===== src/rtl/dma_rx_axis_arbiter.sv =====
// dma_rx_axis_arbiter
//   N-channel AXI4-Stream packet arbiter that feeds the DMA engine MAC-rx port.
//   Arbitration is round-robin and happens only at packet boundaries. Each
//   IDLE cycle that sees a valid channel is a one-cycle arbitration bubble.
//   The merged stream leaves through a registered two-entry skid buffer, so
//   nothing on M_AXIS depends combinationally on the S_AXIS inputs.
//
// Ports
//   axi_clk, rst_n         clock, asynchronous active-low reset
//   S_AXIS_T*              C_NUM_CH packed slave channels (channel i at [i*W +: W])
//   S_AXIS_TREADY          ready, asserted only toward the locked channel
//   M_AXIS_T*              merged master stream (TUSER optionally src-tagged)
//   grant                  one-hot locked channel, 0 while idle
//
// Optional feature (macro DMA_RX_ARB_STATS_EN)
//   pkt_cnt      out  C_NUM_CH*32  per-channel accepted-packet counters
//   pkt_cnt_clr  in   1            synchronous clear of all counters
module dma_rx_axis_arbiter #(
    parameter int C_NUM_CH       = 4,
    parameter int C_DATA_WIDTH   = 64,
    parameter int C_TUSER_WIDTH  = 128,
    parameter int C_SRC_PORT_POS = 16,
    parameter int C_TAG_SRC      = 1
) (
    input  logic                                  axi_clk,
    input  logic                                  rst_n,
    input  logic [C_NUM_CH*C_DATA_WIDTH-1:0]      S_AXIS_TDATA,
    input  logic [C_NUM_CH*C_DATA_WIDTH/8-1:0]    S_AXIS_TSTRB,
    input  logic [C_NUM_CH*C_TUSER_WIDTH-1:0]     S_AXIS_TUSER,
    input  logic [C_NUM_CH-1:0]                   S_AXIS_TVALID,
    input  logic [C_NUM_CH-1:0]                   S_AXIS_TLAST,
    output logic [C_NUM_CH-1:0]                   S_AXIS_TREADY,
    output logic [C_DATA_WIDTH-1:0]               M_AXIS_TDATA,
    output logic [C_DATA_WIDTH/8-1:0]             M_AXIS_TSTRB,
    output logic [C_TUSER_WIDTH-1:0]              M_AXIS_TUSER,
    output logic                                  M_AXIS_TVALID,
    output logic                                  M_AXIS_TLAST,
    input  logic                                  M_AXIS_TREADY,
    output logic [C_NUM_CH-1:0]                   grant
`ifdef DMA_RX_ARB_STATS_EN
    ,
    output logic [C_NUM_CH*32-1:0]                pkt_cnt,
    input  logic                                  pkt_cnt_clr
`endif
);

    localparam int SW = C_DATA_WIDTH / 8;
    localparam int IW = (C_NUM_CH > 1) ? $clog2(C_NUM_CH) : 1;
    // Buffer entries hold {last, user, strb, data}
    localparam int BW = 1 + C_TUSER_WIDTH + SW + C_DATA_WIDTH;

    localparam logic [0:0] ST_IDLE = 1'b0;
    localparam logic [0:0] ST_PKT  = 1'b1;

    logic [0:0]          state_q, state_d;
    logic [C_NUM_CH-1:0] grant_q, grant_d;
    logic [IW-1:0]       gidx_q, gidx_d;
    logic [IW-1:0]       last_q, last_d;

    logic [BW-1:0]       head_q, tail_q;
    logic [1:0]          cnt_q;

    logic                full, push, pop;
    logic                sel_valid, sel_last;
    logic [C_DATA_WIDTH-1:0]  sel_data;
    logic [SW-1:0]            sel_strb;
    logic [C_TUSER_WIDTH-1:0] sel_user;
    logic [BW-1:0]       sel_beat;

    logic                pick_found;
    logic [IW-1:0]       pick_idx, cand;

    // Mux the locked channel onto the buffer write port and apply the tag.
    always_comb begin
        sel_data  = S_AXIS_TDATA[gidx_q*C_DATA_WIDTH +: C_DATA_WIDTH];
        sel_strb  = S_AXIS_TSTRB[gidx_q*SW +: SW];
        sel_user  = S_AXIS_TUSER[gidx_q*C_TUSER_WIDTH +: C_TUSER_WIDTH];
        sel_valid = S_AXIS_TVALID[gidx_q];
        sel_last  = S_AXIS_TLAST[gidx_q];
        // DMA source ports are the odd one-hot codes 0x02/0x08/0x20/0x80
        if (C_TAG_SRC != 0)
            sel_user[C_SRC_PORT_POS +: 8] = 8'd1 << (2*gidx_q + 1);
    end

    assign sel_beat = {sel_last, sel_user, sel_strb, sel_data};

    // full is registered state, so TREADY never depends on M_AXIS_TREADY.
    assign full          = (cnt_q == 2'd2);
    assign push          = (state_q == ST_PKT) && !full && sel_valid;
    assign pop           = (cnt_q != 2'd0) && M_AXIS_TREADY;
    assign S_AXIS_TREADY = ((state_q == ST_PKT) && !full) ? grant_q : '0;
    assign grant         = grant_q;

    // Round-robin scan starting just after the last granted channel.
    always_comb begin
        pick_found = 1'b0;
        pick_idx   = '0;
        cand       = '0;
        for (int k = 1; k <= C_NUM_CH; k++) begin
            cand = IW'((int'(last_q) + k) % C_NUM_CH);
            if (!pick_found && S_AXIS_TVALID[cand]) begin
                pick_found = 1'b1;
                pick_idx   = cand;
            end
        end
    end

    always_comb begin
        state_d = state_q;
        grant_d = grant_q;
        gidx_d  = gidx_q;
        last_d  = last_q;
        case (state_q)
            ST_IDLE: begin
                if (pick_found) begin
                    state_d = ST_PKT;
                    gidx_d  = pick_idx;
                    grant_d = C_NUM_CH'(1) << pick_idx;
                end
            end
            default: begin
                if (push && sel_last) begin
                    state_d = ST_IDLE;
                    grant_d = '0;
                    last_d  = gidx_q;
                end
            end
        endcase
    end

    always_ff @(posedge axi_clk or negedge rst_n) begin
        if (!rst_n) begin
            state_q <= ST_IDLE;
            grant_q <= '0;
            gidx_q  <= '0;
            last_q  <= IW'(C_NUM_CH - 1);
        end else begin
            state_q <= state_d;
            grant_q <= grant_d;
            gidx_q  <= gidx_d;
            last_q  <= last_d;
        end
    end

    // Two-entry skid buffer: head drives M_AXIS, tail only fills when the
    // head is stalled. A push while full cannot happen (TREADY is low).
    always_ff @(posedge axi_clk or negedge rst_n) begin
        if (!rst_n) begin
            head_q <= '0;
            tail_q <= '0;
            cnt_q  <= 2'd0;
        end else begin
            case (cnt_q)
                2'd0: begin
                    if (push) begin
                        head_q <= sel_beat;
                        cnt_q  <= 2'd1;
                    end
                end
                2'd1: begin
                    if (push && pop) begin
                        head_q <= sel_beat;
                    end else if (push) begin
                        tail_q <= sel_beat;
                        cnt_q  <= 2'd2;
                    end else if (pop) begin
                        cnt_q  <= 2'd0;
                    end
                end
                default: begin
                    if (pop) begin
                        head_q <= tail_q;
                        cnt_q  <= 2'd1;
                    end
                end
            endcase
        end
    end

    assign M_AXIS_TVALID = (cnt_q != 2'd0);
    assign {M_AXIS_TLAST, M_AXIS_TUSER, M_AXIS_TSTRB, M_AXIS_TDATA} = head_q;

`ifdef DMA_RX_ARB_STATS_EN
    // Clear wins over a simultaneous TLAST beat.
    logic [C_NUM_CH*32-1:0] pkt_cnt_q;
    always_ff @(posedge axi_clk or negedge rst_n) begin
        if (!rst_n)
            pkt_cnt_q <= '0;
        else if (pkt_cnt_clr)
            pkt_cnt_q <= '0;
        else if (push && sel_last)
            pkt_cnt_q[gidx_q*32 +: 32] <= pkt_cnt_q[gidx_q*32 +: 32] + 32'd1;
    end
    assign pkt_cnt = pkt_cnt_q;
`endif

endmodule


===== config.mk =====
export PLATFORM = sky130hd
export DESIGN_NAME = dma_rx_axis_arbiter
export DESIGN_NICKNAME = d
export VERILOG_FILES = /design/src/rtl/dma_rx_axis_arbiter.sv
export SDC_FILE = /design/constraint.sdc
export NUM_CORES = 1
export LEC_CHECK = 0
export BUFFER_PORTS_ARGS = -buffer_cell sky130_fd_sc_hd__buf_2
export CAP_MARGIN = 15
export CORE_AREA = 2 2 392 394
export DETAILED_ROUTE_END_ITERATION = 7
export DIE_AREA = 0 0 394 396
export PLACE_DENSITY = 0.37
export SLEW_MARGIN = 10
export SYNTH_ARGS = -nofsm -noshare
export SYNTH_HDL_FRONTEND = slang
export SYNTH_SLANG_ARGS = --single-unit

===== constraint.sdc =====
create_clock -name axi_clk -period 2.9 [get_ports axi_clk]
set_input_delay 0.87 -clock axi_clk [delete_from_list [all_inputs] [get_ports axi_clk]]
set_output_delay 0.87 -clock axi_clk [all_outputs]
set_load 0.02 [all_outputs]

Word level (Yosys, flattened, before mapping)
Cells that the tools add are included.
{"block": "word_totals", "regBits": 413, "latch_bits": 0, "ramBits": 0, "mem_bits_ro": 0, "input_bits": 811, "word_cells": 90, "memories": 0}
{"block": "classes", "addsub": 5, "multipliers": 0, "div_mod_pow": 0, "order_cmp": 5, "eq_ne": 7, "shifts": 5, "muxes": 37, "n_bitwise": 2, "n_reduce_logical": 22}
{"cell": "201-bit two-way mux", "n": 3}
{"cell": "512-bit by 10-bit variable part select with 128-bit output", "n": 1}
{"cell": "201-bit case mux with 2 select lines", "n": 1}
{"cell": "256-bit by 9-bit variable part select with 64-bit output", "n": 1}
{"cell": "32-bit by 6-bit variable part select with 8-bit output", "n": 1}
{"cell": "2-bit two-way mux", "n": 9}
{"cell": "4-bit two-way mux", "n": 4}
{"cell": "2-bit by 3-bit less-than comparator with 1-bit output (second input constant)", "n": 5}
{"cell": "1-bit two-way mux", "n": 13}
{"cell": "1-bit binary-select mux with 2-bit select", "n": 6}
{"cell": "1-bit logical AND", "n": 8}
{"cell": "1-bit by 4-bit left shift with 8-bit output (first input constant)", "n": 1}
{"cell": "2-bit != test (second input constant)", "n": 3}
{"cell": "2-bit AND reduction", "n": 3}
{"cell": "3-bit AND reduction", "n": 2}
{"cell": "2-bit by 1-bit adder with 2-bit output (second input constant)", "n": 2}
{"cell": "2-bit adder (second input constant)", "n": 2}
{"cell": "3-bit by 1-bit adder with 4-bit output (second input constant)", "n": 1}
{"cell": "1-bit logical NOT", "n": 4}
{"cell": "2-bit case mux with 2 select lines", "n": 1}
{"cell": "4-bit AND reduction", "n": 1}
{"cell": "2-bit nonzero test", "n": 2}
{"cell": "1-bit by 2-bit left shift with 4-bit output (first input constant)", "n": 1}
{"cell": "3-bit != test (second input constant)", "n": 1}
{"cell": "6 further kinds", "n": 7}

Depth between registers and ports, before layout
{"block": "logic_depth", "depth_word": 16, "mapped_depth": 8, "ltp_nobuf": 4}

Worst setup path after synthesis
Ideal clock, no wire load.
{"block": "synth_timing", "kind": "input -> register", "from": "input S_AXIS_TVALID[3]", "to": "register tail_q[199]", "setup_time_ns": 0.128, "t_arrival_ns": 2.369, "path_slack_ns": 0.404, "path_stages": 6, "n_path_buf": 3, "path_cell_list": "mux4_2 > or4b_1 > clkbuf_1 > buf_6 > buf_2 > mux2_1"}
{"block": "synth_between", "elab_chain_len": 6}
{"item": "start: declaration", "line": "30", "text": "input logic [C_NUM_CH-1:0] S_AXIS_TVALID,"}
{"item": "1-bit binary-select mux with 2-bit select (*)", "line": "78", "text": "sel_valid = S_AXIS_TVALID[gidx_q];"}
{"item": "1-bit two-way mux (not written as such) (*)", "line": "78"}
{"item": "1-bit logical AND (*)", "line": "89", "text": "assign push = (state_q == ST_PKT) && !full && sel_valid;"}
{"item": "1-bit logical AND", "line": "161", "text": "if (push && pop) begin"}
{"item": "1-bit NOT (no source line)"}
{"item": "3-bit AND reduction (no source line) (*)"}
{"item": "end signal: assignment", "line": "164", "text": "tail_q <= sel_beat;"}
{"item": "end: declaration", "line": "60", "text": "logic [BW-1:0] head_q, tail_q;"}
Mark *: on every way between the ends. The rest lies on a longest branch, timed or not. The select of a mux whose other input is x is not followed.
A chain may end at the register's enable or synchronous reset.

Worst setup path in the final report
{"block": "layout_timing", "from": "register cnt_q[1]", "to": "output S_AXIS_TREADY[3]"}
{"block": "layout_between", "elab_chain_len": 4}
{"item": "start: declaration", "line": "61", "text": "logic [1:0] cnt_q;"}
{"item": "start signal: assignment", "line": "151", "text": "cnt_q <= 2'd0;"}
{"item": "start signal: assignment", "line": "157", "text": "cnt_q <= 2'd1;"}
{"item": "start signal: assignment", "line": "165", "text": "cnt_q <= 2'd2;"}
{"item": "2-bit equality test", "line": "88", "text": "assign full = (cnt_q == 2'd2);"}
{"item": "1-bit logical NOT", "line": "91", "text": "assign S_AXIS_TREADY = ((state_q == ST_PKT) && !full) ? grant_q : '0;"}
{"item": "1-bit logical AND", "line": "91"}
{"item": "4-bit two-way mux", "line": "91"}
{"item": "end: declaration", "line": "32", "text": "output logic [C_NUM_CH-1:0] S_AXIS_TREADY,"}
Every way passes these cells.

==> metrics.md <==
| Metric | Value |
|---|---|
| Max incr delay on CP | `0.59 ns` |
| Synth Flop Type | `dfrtp_1` |
| Max cap viols | `0` |
| Buffers added on ports | `just under 1000` |
| CTS tree | `yes` |
| Slew Viols, Final | `0` |
| Via density | `4.21` |
| GRT overflow | `0` |
| Worst setup EP type | `output port` |
| Site Rows | `143` |
| Die span in y | `approximately 400 um` |
| Cells after synthesis | `between 2000 and 2500` |
| Largest net degree at the start of global routing | `161` |
| First-pass GRT wire length | `167000 um` |
| Commonest cells post-synth | `o21ai_0 (591), dfrtp_1 (403), mux2_2 (219), nand2_1 (202), nor2_1 (196)` |
| Maximum vdd drop | `0.000788 V` |
| CTS Root Cell | `clkbuf_16` |
| Yosys warns | `0` |
| Final period utilization | `0.922` |
| TritonCTS Sinks | `405` |
| HP Class | `primary input to asynchronous set/reset pin` |
| Ys async rst share | `1.00` |
| Routability cong. | `around 0.77` |
| NumNets Final | `4200` |
| # IOs | `1021` |
| Overall power | `38.6 mW` |
| Area of placed instances | `approximately 32000 um2` |
| Core Region | `152000 um2` |
| Initial DRC count | `1200` |
| Filler cell count | `16700` |
| ANT nets after route | `0` |
| Num CTS Buffers | `54` |
| Area grow syn2layout | `40.1%` |
| Clock tree buffer depth | `3` |
| Critical Path Source | `cnt_q[1]` |
| Dominant cells by area after synthesis | `dfrtp_1 (42%), o21ai_0 (12%), mux2_2 (10%)` |
| Clock latency on the worst-skew pair | `0.65 ns` |
| Worst Setup Start Kind | `flop` |
| CP required | `between 2 and 2.5 ns` |
| Power Density | `1150 nW/um2` |
| Die Width | `394 um` |
| Relative slew slack | `0.480` |
| Share of layout cells above drive strength 1 | `0.419` |
| Number of synthesized flops with an enable pin | `0` |
| Flops & latches, synth | `405` |
| Initial antenna violation count | `30` |
| Place WS | `between 0.1 and 0.15 ns` |
| H-tree depth | `2` |
| R2r startpoint | `gidx_q[1]` |
| Hold-fix buffer count after cts | `0` |
| Crit path time final | `2.67 ns` |
| Delay-heaviest family, CP | `flip-flops` |
| Least-Margin Pin Slew | `0.779 ns` |
| CP Max Fanout | `11` |
| CTS clk-pin slew, worst paths | `0.07 ns` |
| WL/cell | `21.2 um` |
| # DRC | `0` |
| Setup TNS | `0 ns` |
| Vias | `23000` |
| Final WL | `116000 um` |
| Sequential fraction of the synthesis area | `0.422` |
| Max Clock Freq | `374 MHz` |
| DR pass1 iterations | `5` |
| Most common cell in the netlist | `o21ai_0` |
| Register Area | `10100 um2` |
| Syn avg cell area | `9.77 um2` |
| Status | `finished, final reports clean` |
| Footprint of the multi-input gates | `~13000 um2` |
| Setup Skew | `0.0305 ns` |
| Total GRT Usage | `0.143` |
| Setup CP Type | `flop to output port` |
| Top cell type's share of synthesized area | `0.419` |
| WP data arrival | `1.80 ns` |
| Die area | `~160000 um2` |
| Vias in the first global route | `23800` |
| Worst hold slack | `0.245 ns` |
| Cell taking the most area after synthesis | `dfrtp_1` |
| Worst setup margin | `~0.23 ns` |
| LEAKAGE | `15.2 nW` |
| Post-CTS sizing | `1` |
| Effective utilization at floorplan | `0.159` |
| Crit path max-delay cell type | `dfrtp_4` |
| Fin area | `33700 um2` |
| Postcts setup bufs | `0` |
| Count of final hold-check violations | `0` |
| WP buf/inv | `1` |
| Number of distinct library cells after synthesis | `39` |
| Crit-path cells | `nand2b_2, and3_1, buf_2` |
| Mapped Area | `approximately 24000 um2` |
| RSZ-0062 raised after global routing | `false` |
| Detail Placement HPWL | `87200 um` |
| # setup viols final | `0` |
[layout by cell type (no fill, tap or decap), types with 6 or more instances in the layout]
cell type	count
clkbuf_8	14
nor2_1	196
buf_2	983
diode_2	6
clkbuf_1	10
nand2_1	202
buf_12	37
clkbuf_16	54
mux2i_1	194
buf_4	94
dfrtp_1	400
mux2_1	171
mux2_2	219
a221oi_1	192
o21ai_0	591
nand2b_1	6
clkinv_2	11
[per-stage QoR]
stage	util	cells
CTS	0.222	5459
global route	0.222	5463
finish	0.222	5465
detailed placement	0.211	5363
global placement	0.211	5363
floorplan	-	2465
[logic make-up after synthesis]
logic type      synth area share
compound gates             0.197
mux                        0.265
simple gates              0.0685
flops                      0.422
buf+inv                   0.0466
xor+xnor                0.000364
other cells             0.000156
[where the power goes]
part / leakage [nW] / internal (mW) / switching (mW) / total (mW)
Combinational: 9.35 / 8.39 / 13.6 / 22.0
Sequential: 5.02 / 8.47 / 1.43 / 9.89
Clock: 0.872 / 3.88 / 2.82 / 6.70
Total: 15.2 / 20.7 / 17.8 / 38.6
[worst register-to-register path, cell delays in order, from the launching register on]
cell and delay, ns:
dfrtp_4 0.44, buf_12 0.22, buf_12 0.26, buf_4 0.41, mux2i_1 0.50, buf_4 0.24, o21ai_0 0.08, mux2_1 0.30
[layer usage]
| layer | vias up | wire length (um) | global-route usage |
|---|---|---|---|
| met5 | - | 55 | 0 |
| met4 | 8 | 2420 | 0.0332 |
| met3 | 143 | 6370 | 0.0287 |
| met2 | 720 | 59000 | 0.258 |
| met1 | 11200 | 47800 | 0.173 |
| li1 | 10900 | - | - |
[registers in the layout (all words and copies together), names as in the netlist]
name / cells
cnt_q: 2
last_q: 2
grant: 4
tail_q: 197
head_q: 197
state_q: 1
gidx_q: 2
[area by class of cell]
cell class / count / share of cell area
Inverter: 3 / 0.000334
Sequential cell: 405 / 0.301
Antenna cell: 6 / 0.000446
Clock inverter: 18 / 0.00502
Clock buffer: 78 / 0.0470
Tap cell: 2030 / 0.0754
Multi-Input combinational cell: 1810 / 0.381
Timing Repair Buffer: 1115 / 0.189
[path summary, 6_finish.rpt]
path                                    endpoint  slack [ns]  cells past startpoint
worst max-delay path            S_AXIS_TREADY[3]        0.23                      3
worst max register to register       tail_q[107]        0.34                      7
min in group axi_clk                  tail_q[91]        0.49                      2
worst min register to register        tail_q[91]        0.49                      2
max in group asynchronous            tail_q[172]        1.82                      2
worst min-delay path                 head_q[126]        0.25                      1
Note: power is estimated with default switching activity, not from simulation.
